**config.mk**
```make
export PLATFORM = sky130hd
export DESIGN_NAME = updown_gen
export DESIGN_NICKNAME = d
export VERILOG_FILES = /design/src/rtl/updown_pkg.sv /design/src/rtl/updown_gen_bitgen.sv /design/src/rtl/updown_gen.sv
export SDC_FILE = /design/constraint.sdc
export NUM_CORES = 1
export LEC_CHECK = 0
export CORE_MARGIN = 2
export CORE_UTILIZATION = 40
export CTS_BUF_LIST = sky130_fd_sc_hd__clkbuf_16
export CTS_CLUSTER_SIZE = 40
export DETAILED_ROUTE_END_ITERATION = 10
export DONT_BUFFER_PORTS = 1
export GPL_ROUTABILITY_DRIVEN = 0
export GPL_TIMING_DRIVEN = 0
export SYNTH_ARGS = -nofsm -noshare
export SYNTH_HDL_FRONTEND = slang
export SYNTH_SLANG_ARGS = --single-unit
```
**constraint.sdc**
```tcl
create_clock -name clk -period 3.5 [get_ports clk]
set_clock_uncertainty 0.05 [all_clocks]
set_input_delay 0.875 -clock clk [delete_from_list [all_inputs] [get_ports clk]]
set_output_delay 0.875 -clock clk [all_outputs]
set_load 0.05 [all_outputs]
```
**src/rtl/updown_pkg.sv**
```systemverilog
// Shared constants and FSM state encoding for the up/down word generator.
// Provides default data_width/cnt_width and the state_t enum.
package updown_pkg;

   localparam int DATA_W_DEF = 32;
   localparam int CNT_W_DEF  = 6;

   typedef enum logic [1:0] {
      S_IDLE  = 2'd0,
      S_CHECK = 2'd1,
      S_SHIFT = 2'd2,
      S_DONE  = 2'd3
   } state_t;

endpackage

```
**src/rtl/updown_gen_bitgen.sv**
```systemverilog
// Bit emitter: holds start level, remaining toggles and the shift register.
// Ports: clk, reset, i_load (init), i_shift (emit one bit), i_rise/i_fall,
// o_sr (shift register), o_last (this shift emits the final bit).
module updown_gen_bitgen #(
   parameter int data_width = 32,
   parameter int cnt_width  = 6
) (
   input  logic                  clk,
   input  logic                  reset,
   input  logic                  i_load,
   input  logic                  i_shift,
   input  logic [cnt_width-1:0]  i_rise,
   input  logic [cnt_width-1:0]  i_fall,
   output logic [data_width-1:0] o_sr,
   output logic                  o_last
);

   localparam int IW = $clog2(data_width);

   logic                  r_lvl;
   logic [cnt_width:0]    r_tog;
   logic [IW-1:0]         r_idx;
   logic [data_width-1:0] r_sr;
   logic                  w_first;
   logic                  w_bit;

   assign w_first = (r_idx == '0);
   assign o_last  = (r_idx == IW'(data_width - 1));
   assign o_sr    = r_sr;

   // First bit is the start level and consumes no toggle.
   always_comb begin
      w_bit = r_sr[0];
      if (w_first)
         w_bit = r_lvl;
      else if (r_tog != '0)
         w_bit = ~r_sr[0];
   end

   always_ff @(posedge clk) begin
      if (reset) begin
         r_lvl <= 1'b0;
         r_tog <= '0;
         r_idx <= '0;
         r_sr  <= '0;
      end else if (i_load) begin
         r_lvl <= (i_fall > i_rise);
         r_tog <= {1'b0, i_rise} + {1'b0, i_fall};
         r_idx <= '0;
         r_sr  <= '0;
      end else if (i_shift) begin
         r_sr  <= {r_sr[data_width-2:0], w_bit};
         r_idx <= r_idx + IW'(1);
         if (!w_first && r_tog != '0)
            r_tog <= r_tog - 1'b1;
      end
   end

endmodule

```
**src/rtl/updown_gen.sv**
```systemverilog
// Generates a data word with a requested number of rises and falls.
// Ports: clk, reset, start, rise_cnt, fall_cnt -> busy, done, err, data
// (+ parity when UPDOWN_GEN_PARITY_EN is defined).
module updown_gen
   import updown_pkg::*;
#(
   parameter int data_width = DATA_W_DEF,
   parameter int cnt_width  = CNT_W_DEF
) (
   input  logic                  clk,
   input  logic                  reset,
   input  logic                  start,
   input  logic [cnt_width-1:0]  rise_cnt,
   input  logic [cnt_width-1:0]  fall_cnt,
   output logic                  busy,
   output logic                  done,
   output logic                  err,
`ifdef UPDOWN_GEN_PARITY_EN
   output logic                  parity,
`endif
   output logic [data_width-1:0] data
);

   state_t                r_state;
   state_t                w_next;
   logic [cnt_width-1:0]  r_rise;
   logic [cnt_width-1:0]  r_fall;
   logic                  r_bad;
   logic                  r_done;
   logic                  r_err;
   logic [data_width-1:0] r_data;
`ifdef UPDOWN_GEN_PARITY_EN
   logic                  r_par;
`endif

   logic                  w_load;
   logic                  w_shift;
   logic                  w_last;
   logic                  w_infeas;
   logic [data_width-1:0] w_sr;
   logic [31:0]           w_r32;
   logic [31:0]           w_f32;
   logic [31:0]           w_sum;
   logic [31:0]           w_diff;

   // 32-bit arithmetic keeps rise+fall free of overflow at cnt_width.
   assign w_r32    = 32'(r_rise);
   assign w_f32    = 32'(r_fall);
   assign w_sum    = w_r32 + w_f32;
   assign w_diff   = (w_r32 >= w_f32) ? w_r32 - w_f32 : w_f32 - w_r32;
   assign w_infeas = (w_diff > 32'd1) || (w_sum > 32'(data_width - 1));

   always_comb begin
      w_next  = r_state;
      w_load  = 1'b0;
      w_shift = 1'b0;
      unique case (r_state)
         S_IDLE:
            if (start) w_next = S_CHECK;
         S_CHECK: begin
            // Infeasible requests pass through DONE so err and done
            // share the same registered pulse path.
            w_load = !w_infeas;
            w_next = w_infeas ? S_DONE : S_SHIFT;
         end
         S_SHIFT: begin
            w_shift = 1'b1;
            if (w_last) w_next = S_DONE;
         end
         S_DONE:
            w_next = S_IDLE;
         default:
            w_next = S_IDLE;
      endcase
   end

   always_ff @(posedge clk) begin
      if (reset) begin
         r_state <= S_IDLE;
         r_rise  <= '0;
         r_fall  <= '0;
         r_bad   <= 1'b0;
         r_done  <= 1'b0;
         r_err   <= 1'b0;
         r_data  <= '0;
`ifdef UPDOWN_GEN_PARITY_EN
         r_par   <= 1'b0;
`endif
      end else begin
         r_state <= w_next;
         r_done  <= 1'b0;
         r_err   <= 1'b0;
         if (r_state == S_IDLE && start) begin
            r_rise <= rise_cnt;
            r_fall <= fall_cnt;
         end
         if (r_state == S_CHECK)
            r_bad <= w_infeas;
         if (r_state == S_DONE) begin
            if (r_bad) begin
               r_err  <= 1'b1;
            end else begin
               r_done <= 1'b1;
               r_data <= w_sr;
`ifdef UPDOWN_GEN_PARITY_EN
               r_par  <= ^w_sr;
`endif
            end
         end
      end
   end

   updown_gen_bitgen #(
      .data_width (data_width),
      .cnt_width  (cnt_width)
   ) u_bitgen (
      .clk     (clk),
      .reset   (reset),
      .i_load  (w_load),
      .i_shift (w_shift),
      .i_rise  (r_rise),
      .i_fall  (r_fall),
      .o_sr    (w_sr),
      .o_last  (w_last)
   );

   assign busy = (r_state != S_IDLE);
   assign done = r_done;
   assign err  = r_err;
   assign data = r_data;
`ifdef UPDOWN_GEN_PARITY_EN
   assign parity = r_par;
`endif

endmodule

```
* After elaboration in Yosys (flattened, before gate mapping)
Cells that the tools add are included.
** Word-level totals
- Bits in registers :: 94
- Input port bits :: 15
- Output and inout port bits :: 35
- Logic and storage cells :: 63
** Operators by class
- Add/subtract/negate cells :: 6
- Order comparisons :: 4
- Equality and inequality tests :: 6
- Muxes and demuxes :: 14
- Bitwise operators :: 3
- Reductions and logical operators :: 18
** Operator list (number)
- $gt 32x1->1 const B :: 1
- $mux 32 :: 1
- $mux 7 :: 3
- $add 6x6->7 :: 2
- $sub 6x6->7 :: 2
- $pmux 2 s4 :: 1
- $reduce_and 2->1 :: 4
- $reduce_bool 2->1 :: 4
- $gt 7x5->1 const B :: 1
- $mux 1 :: 7
- $reduce_bool 7->1 :: 1
- $sub 7x1->7 const B :: 1
- $ge 6x6->1 :: 1
- $gt 6x6->1 :: 1
- $add 5x1->5 const B :: 1
- $eq 5x5->1 const B :: 1
- $logic_not 5->1 :: 1
- $eq 2x2->1 const B :: 2
- $mux 2 :: 2
- $reduce_or 2->1 :: 2
- $not 1->1 :: 3
- $eq 2x1->1 const B :: 1
- $logic_and 1x1->1 :: 2
- $logic_not 1->1 :: 2
- 4 further kinds :: 4

* Longest topological paths before layout
- Depth after elaboration :: 8
- Mapped depth :: 12
- Mapped depth without buffers :: 11

* Cells and area by module
A second synthesis with hierarchy kept.
** Unflattened totals
- Cell total of the unflattened synthesis :: 543
- Area total of the unflattened synthesis :: 4732.0 um^2
** By module, submodules not included
- updown_gen :: times used 1, cells an instance 316, area an instance 2542.4 um^2, seq. area each 980.9 um^2
- updown_gen_bitgen :: times used 1, cells an instance 227, area an instance 2189.6 um^2, seq. area each 900.9 um^2

* Least setup slack after synthesis
OpenSTA, ideal clock, no wires.
- Path kind :: register to register
- From :: register r_rise[0]
- To :: register u_bitgen.r_sr[0], in the netlist u_bitgen.o_sr[0]
- Library setup time :: 0.086 ns
- Arrival :: 2.336 ns
- Data required time :: 3.364 ns
- Setup slack :: 1.028 ns
- Stages on the path, launching flop included :: 12
- Buffers on the path :: 1
- Clock period less this slack :: 2.472 ns
- Cell sequence :: dfxtp_1 > inv_1 > ha_1 > fa_1 > nand2b_1 > a21oi_1 > mux2i_1 > nor4_4 > a22oi_4 > o21bai_4 > buf_6 > a221oi_2
** On the way
- Longest elaborated chain between the ends :: 7
- Elaborated cells on any way between the ends :: 11
- Classes of those cells :: add/sub: 3; order compare: 3; mux: 2; reduce/logical: 3
** RTL lines
- start, declared :: RTL line updown_gen.sv:26 : logic [cnt_width-1:0] r_rise;
- start signal, assigned :: RTL line updown_gen.sv:94 : r_rise <= rise_cnt;
- $sub 6x6->7 or $ge 6x6->1 (tied branches) :: RTL line updown_gen.sv:50 : assign w_diff = (w_r32 >= w_f32) ? w_r32 - w_f32 : w_f32 - w_r32;
- $mux 32 :: RTL line updown_gen.sv:50
- $gt 32x1->1 :: RTL line updown_gen.sv:51 : assign w_infeas = (w_diff > 32'd1) || (w_sum > 32'(data_width - 1));
- $logic_or 1x1->1 (*) :: RTL line updown_gen.sv:51
- $logic_not 1->1 (*) :: RTL line updown_gen.sv:63 : w_load = !w_infeas;
- $mux 1 (*) :: RTL line updown_gen.sv:57 : unique case (r_state)
- $reduce_or 2->1 (no source line) (*)
- end signal, assigned :: RTL line updown_gen_bitgen.sv:52 : r_sr <= {r_sr[data_width-2:0], w_bit};
- end, declared :: RTL line updown_gen_bitgen.sv:23 : logic [data_width-1:0] r_sr;
Every way passes the cells marked *; elsewhere a longest branch is shown, timed or not.
A chain may end at the register's enable or synchronous reset.

* Worst setup path after layout
Same ends and word-level chain as after synthesis.

==> flow_summary.ini <==
[run_status]
status = finished clean

[global_route]
grt_antenna_before_repair = 0
grt_first_pass_wirelength_um = 15990
globalRouteOverflowTotal = 0
grt_max_degree = 16
grt_pass1_vias = 3363
track_usage_pct = 16.80

[timing]
period_share_pct = 78.66
setup_ws_ps = 746.9
fmax_mhz = 363.2
setup_viol = 0
rsz0062_at_grt = no
max_slew_margin_pct = 51.98
hold_violations = 0
worst_pin_slew_ps = 720.3
drv_slew = 0
fin_crit_ps = 2753
final.setup.tns_ps = 0

[die]
initial_core_util_pct = 41.37
fp.dieH_um = 110.4
dieWidth_um = 110.4
core_area_um2 = 10940
die_area_um2 = 12180
io_pins = 50
row_count = 38

[synthesis]
yosysSeqAreaShare_pct = 41.59
avgSynthCellArea_um2 = 8.684
ys_warn_count = 0
syn-instance-count = 521
synth_cell_types = 53
yosys_most_used_dff = dfxtp_1
ys_seq_elements = 94
synth_nets = 567
synth_edf_count = 0
syn_area_um2 = 4524
ys_async_sr_fraction_pct = 0

[setup_path]
cp-end-kind = register
path_cells = inv_1 -> ha_1 -> fa_1 -> nand2b_1 -> a21oi_1 -> mux2i_1 -> nor4_4 -> a22oi_4 -> o21bai_4 -> buf_6 -> a221oi_2
cp.required_ps = 3710
worst-path-buf-inv = 2
crit_family = compound AO/OA/AOI/OAI gates
cp.arrival_ps = 2960
critical-path-max-stage-delay_ps = 420
path_class = register to register
critPathMaxFanout = 10
start_kind = register
cpMaxStageDelayCell = fa_1

[detailed_routing]
routed_wl_um = 9441
dr.pass1.iters = 4
ant_nets = 0
drt_first_iter_violations = 120
wire_per_inst_um = 13.95
vias = 3413
drc = 0
viasPerCell = 5.041

[cts]
cts.reportedPaths.clkPinSlew_ps = 70
cts_resized = 0
htreeDepth = 3
cts_tree = done
cts_buffers = 9
cts_buffer_depth = 2
numClockSinks = 94
cts-root-buf = clkbuf_16
insertion_delay_ps = 340
holdBufCountCts = 0
postCtsSetupBuffers = 0

[finish]
area_delta_synth_final_pct = 10.29
drive_above_1_share_pct = 7.263
nets = 578
fin_util_pct = 45.63
diodes = 0

[run]
drv_cap = 0

[placement]
place_ws_ps = 747.9
port-buffer-count = 0
hpwl_um = 7034

[min_path]
hold_path.class = register to register

[power_and_ir_drop]
ir_drop_mv = 0.4055
total_power_mw = 3.425
cellPowerDensity_nw_per_um2 = 686.4
cellLeakagePower_nw = 1.851
==> final timing paths <==
check / startpoint / end / slack, ps / depth (start not counted)
worst min register to register: r_bad / err / 420 / 2
worst max register to register: r_rise[0] / u_bitgen.o_sr[0] / 750 / 11
worst max-delay path: r_rise[0] / u_bitgen.o_sr[0] / 750 / 11
worst min-delay path: r_bad / err / 420 / 2
==> power by group <==
part	switching [mW]	total (mW)	internal, mW
combinational	0.768	1.26	0.492
sequential	0.0798	1.22	1.14
clock	0.402	0.950	0.548
==> cells in the mapped netlist, types with 3 or more instances <==
cell type | number | share of area (%)
inv_1 | 28 | 2.3
buf_6 | 6 | 1.5
buf_2 | 4 | 0.44
nand4_1 | 4 | 0.55
dfxtp_1 | 94 | 42
nand2b_1 | 6 | 0.83
fa_1 | 3 | 1.3
a31oi_1 | 3 | 0.41
xor2_1 | 10 | 1.9
a21oi_1 | 54 | 6.0
nor3_1 | 7 | 0.77
nand3_1 | 5 | 0.55
nor2_1 | 57 | 4.7
nor4_1 | 3 | 0.41
ha_1 | 28 | 7.7
o21bai_1 | 3 | 0.50
mux2i_1 | 35 | 7.7
xnor2_1 | 5 | 0.97
clkbuf_1 | 18 | 1.5
a211oi_1 | 4 | 0.66
nor2b_1 | 4 | 0.55
o21ai_0 | 8 | 0.88
nand2_1 | 97 | 8.0
==> sequential cells by signal (all words and copies together), names as in the netlist <==
signal,cells
data,32
done,1
err,1
r_bad,1
r_fall,6
r_rise,6
r_state,2
u_bitgen.o_sr,32
u_bitgen.r_idx,5
u_bitgen.r_lvl,1
u_bitgen.r_tog,7
==> layout by cell type (no fill, tap or decap), types with 2 or more instances in the layout <==
master      n
clkbuf_1   18
o21bai_1    3
or3_1       2
nand3_1     5
a31oi_1     3
ha_1       28
buf_2       4
o21ai_0     8
nand4_1     4
nand3_2     2
xnor2_1     5
buf_1       2
nor2_1     57
inv_1      28
and3_1      2
dfxtp_1    94
clkinv_2    3
buf_6       6
nand2_1    97
nand2b_1    6
xor2_1     10
o21bai_4    2
nor3_1      7
nor4_1      3
fa_1        3
nor2b_1     4
mux2i_1    35
clkbuf_16   9
a21oi_1    54
a211oi_1    4
==> kinds of logic (layout without fill, tap and decap cells) <==
logic type	count (synthesis)	after routing	synth area share, %
simple gates	196	196	18.94
fa+ha+maj	31	31	9.071
mux	36	36	8.075
buf+inv	58	74	5.918
flops	94	94	41.59
xor+xnor	15	15	2.904
compound gates	91	91	13.50
==> worst register-to-register path, stage by stage, from the launching register on <==
cell      delay [ps]
dfxtp_1          390
inv_1             60
ha_1             260
fa_1             420
nand2b_1         160
a21oi_1          170
mux2i_1          310
nor4_4            90
a22oi_4          310
o21bai_4         130
buf_6            160
a221oi_2         160
==> routing by layer <==
| metal | global-route usage (%) | vias up | part of all wire (%) |
|---|---|---|---|
| li1 | - | 1753 | - |
| met1 | 21.34 | 1591 | 46 |
| met2 | 27.17 | 55 | 46 |
| met3 | 4.997 | 14 | 5.4 |
| met4 | 5.804 | 0 | 1.9 |
| met5 | 0 | - | 0 |
==> layout make-up <==
| cell class | count | area, um^2 |
|---|---|---|
| Multi-Input combinational cell | 369 | 2375 |
| Fill cell | 1066 | 5946 |
| Sequential cell | 94 | 1882 |
| Tap cell | 140 | 175.2 |
| Inverter | 28 | 105.1 |
| Buffer | 30 | 162.7 |
| Clock inverter | 7 | 65.06 |
| Clock buffer | 9 | 225.2 |
==> stage by stage <==
| stage | cells | hold WS [ps] | instance area, um^2 |
|---|---|---|---|
| finish | 677 | 420.8 | 4990 |
| detailed placement | 661 | 403.0 | 4700 |
| global placement | 661 | 402.5 | 4700 |
| CTS | 677 | 419.9 | 4990 |
| floorplan | 521 | 381.3 | 4524 |
| global route | 677 | 440.0 | 4990 |
No activity file was read; power rests on OpenSTA's default activity.
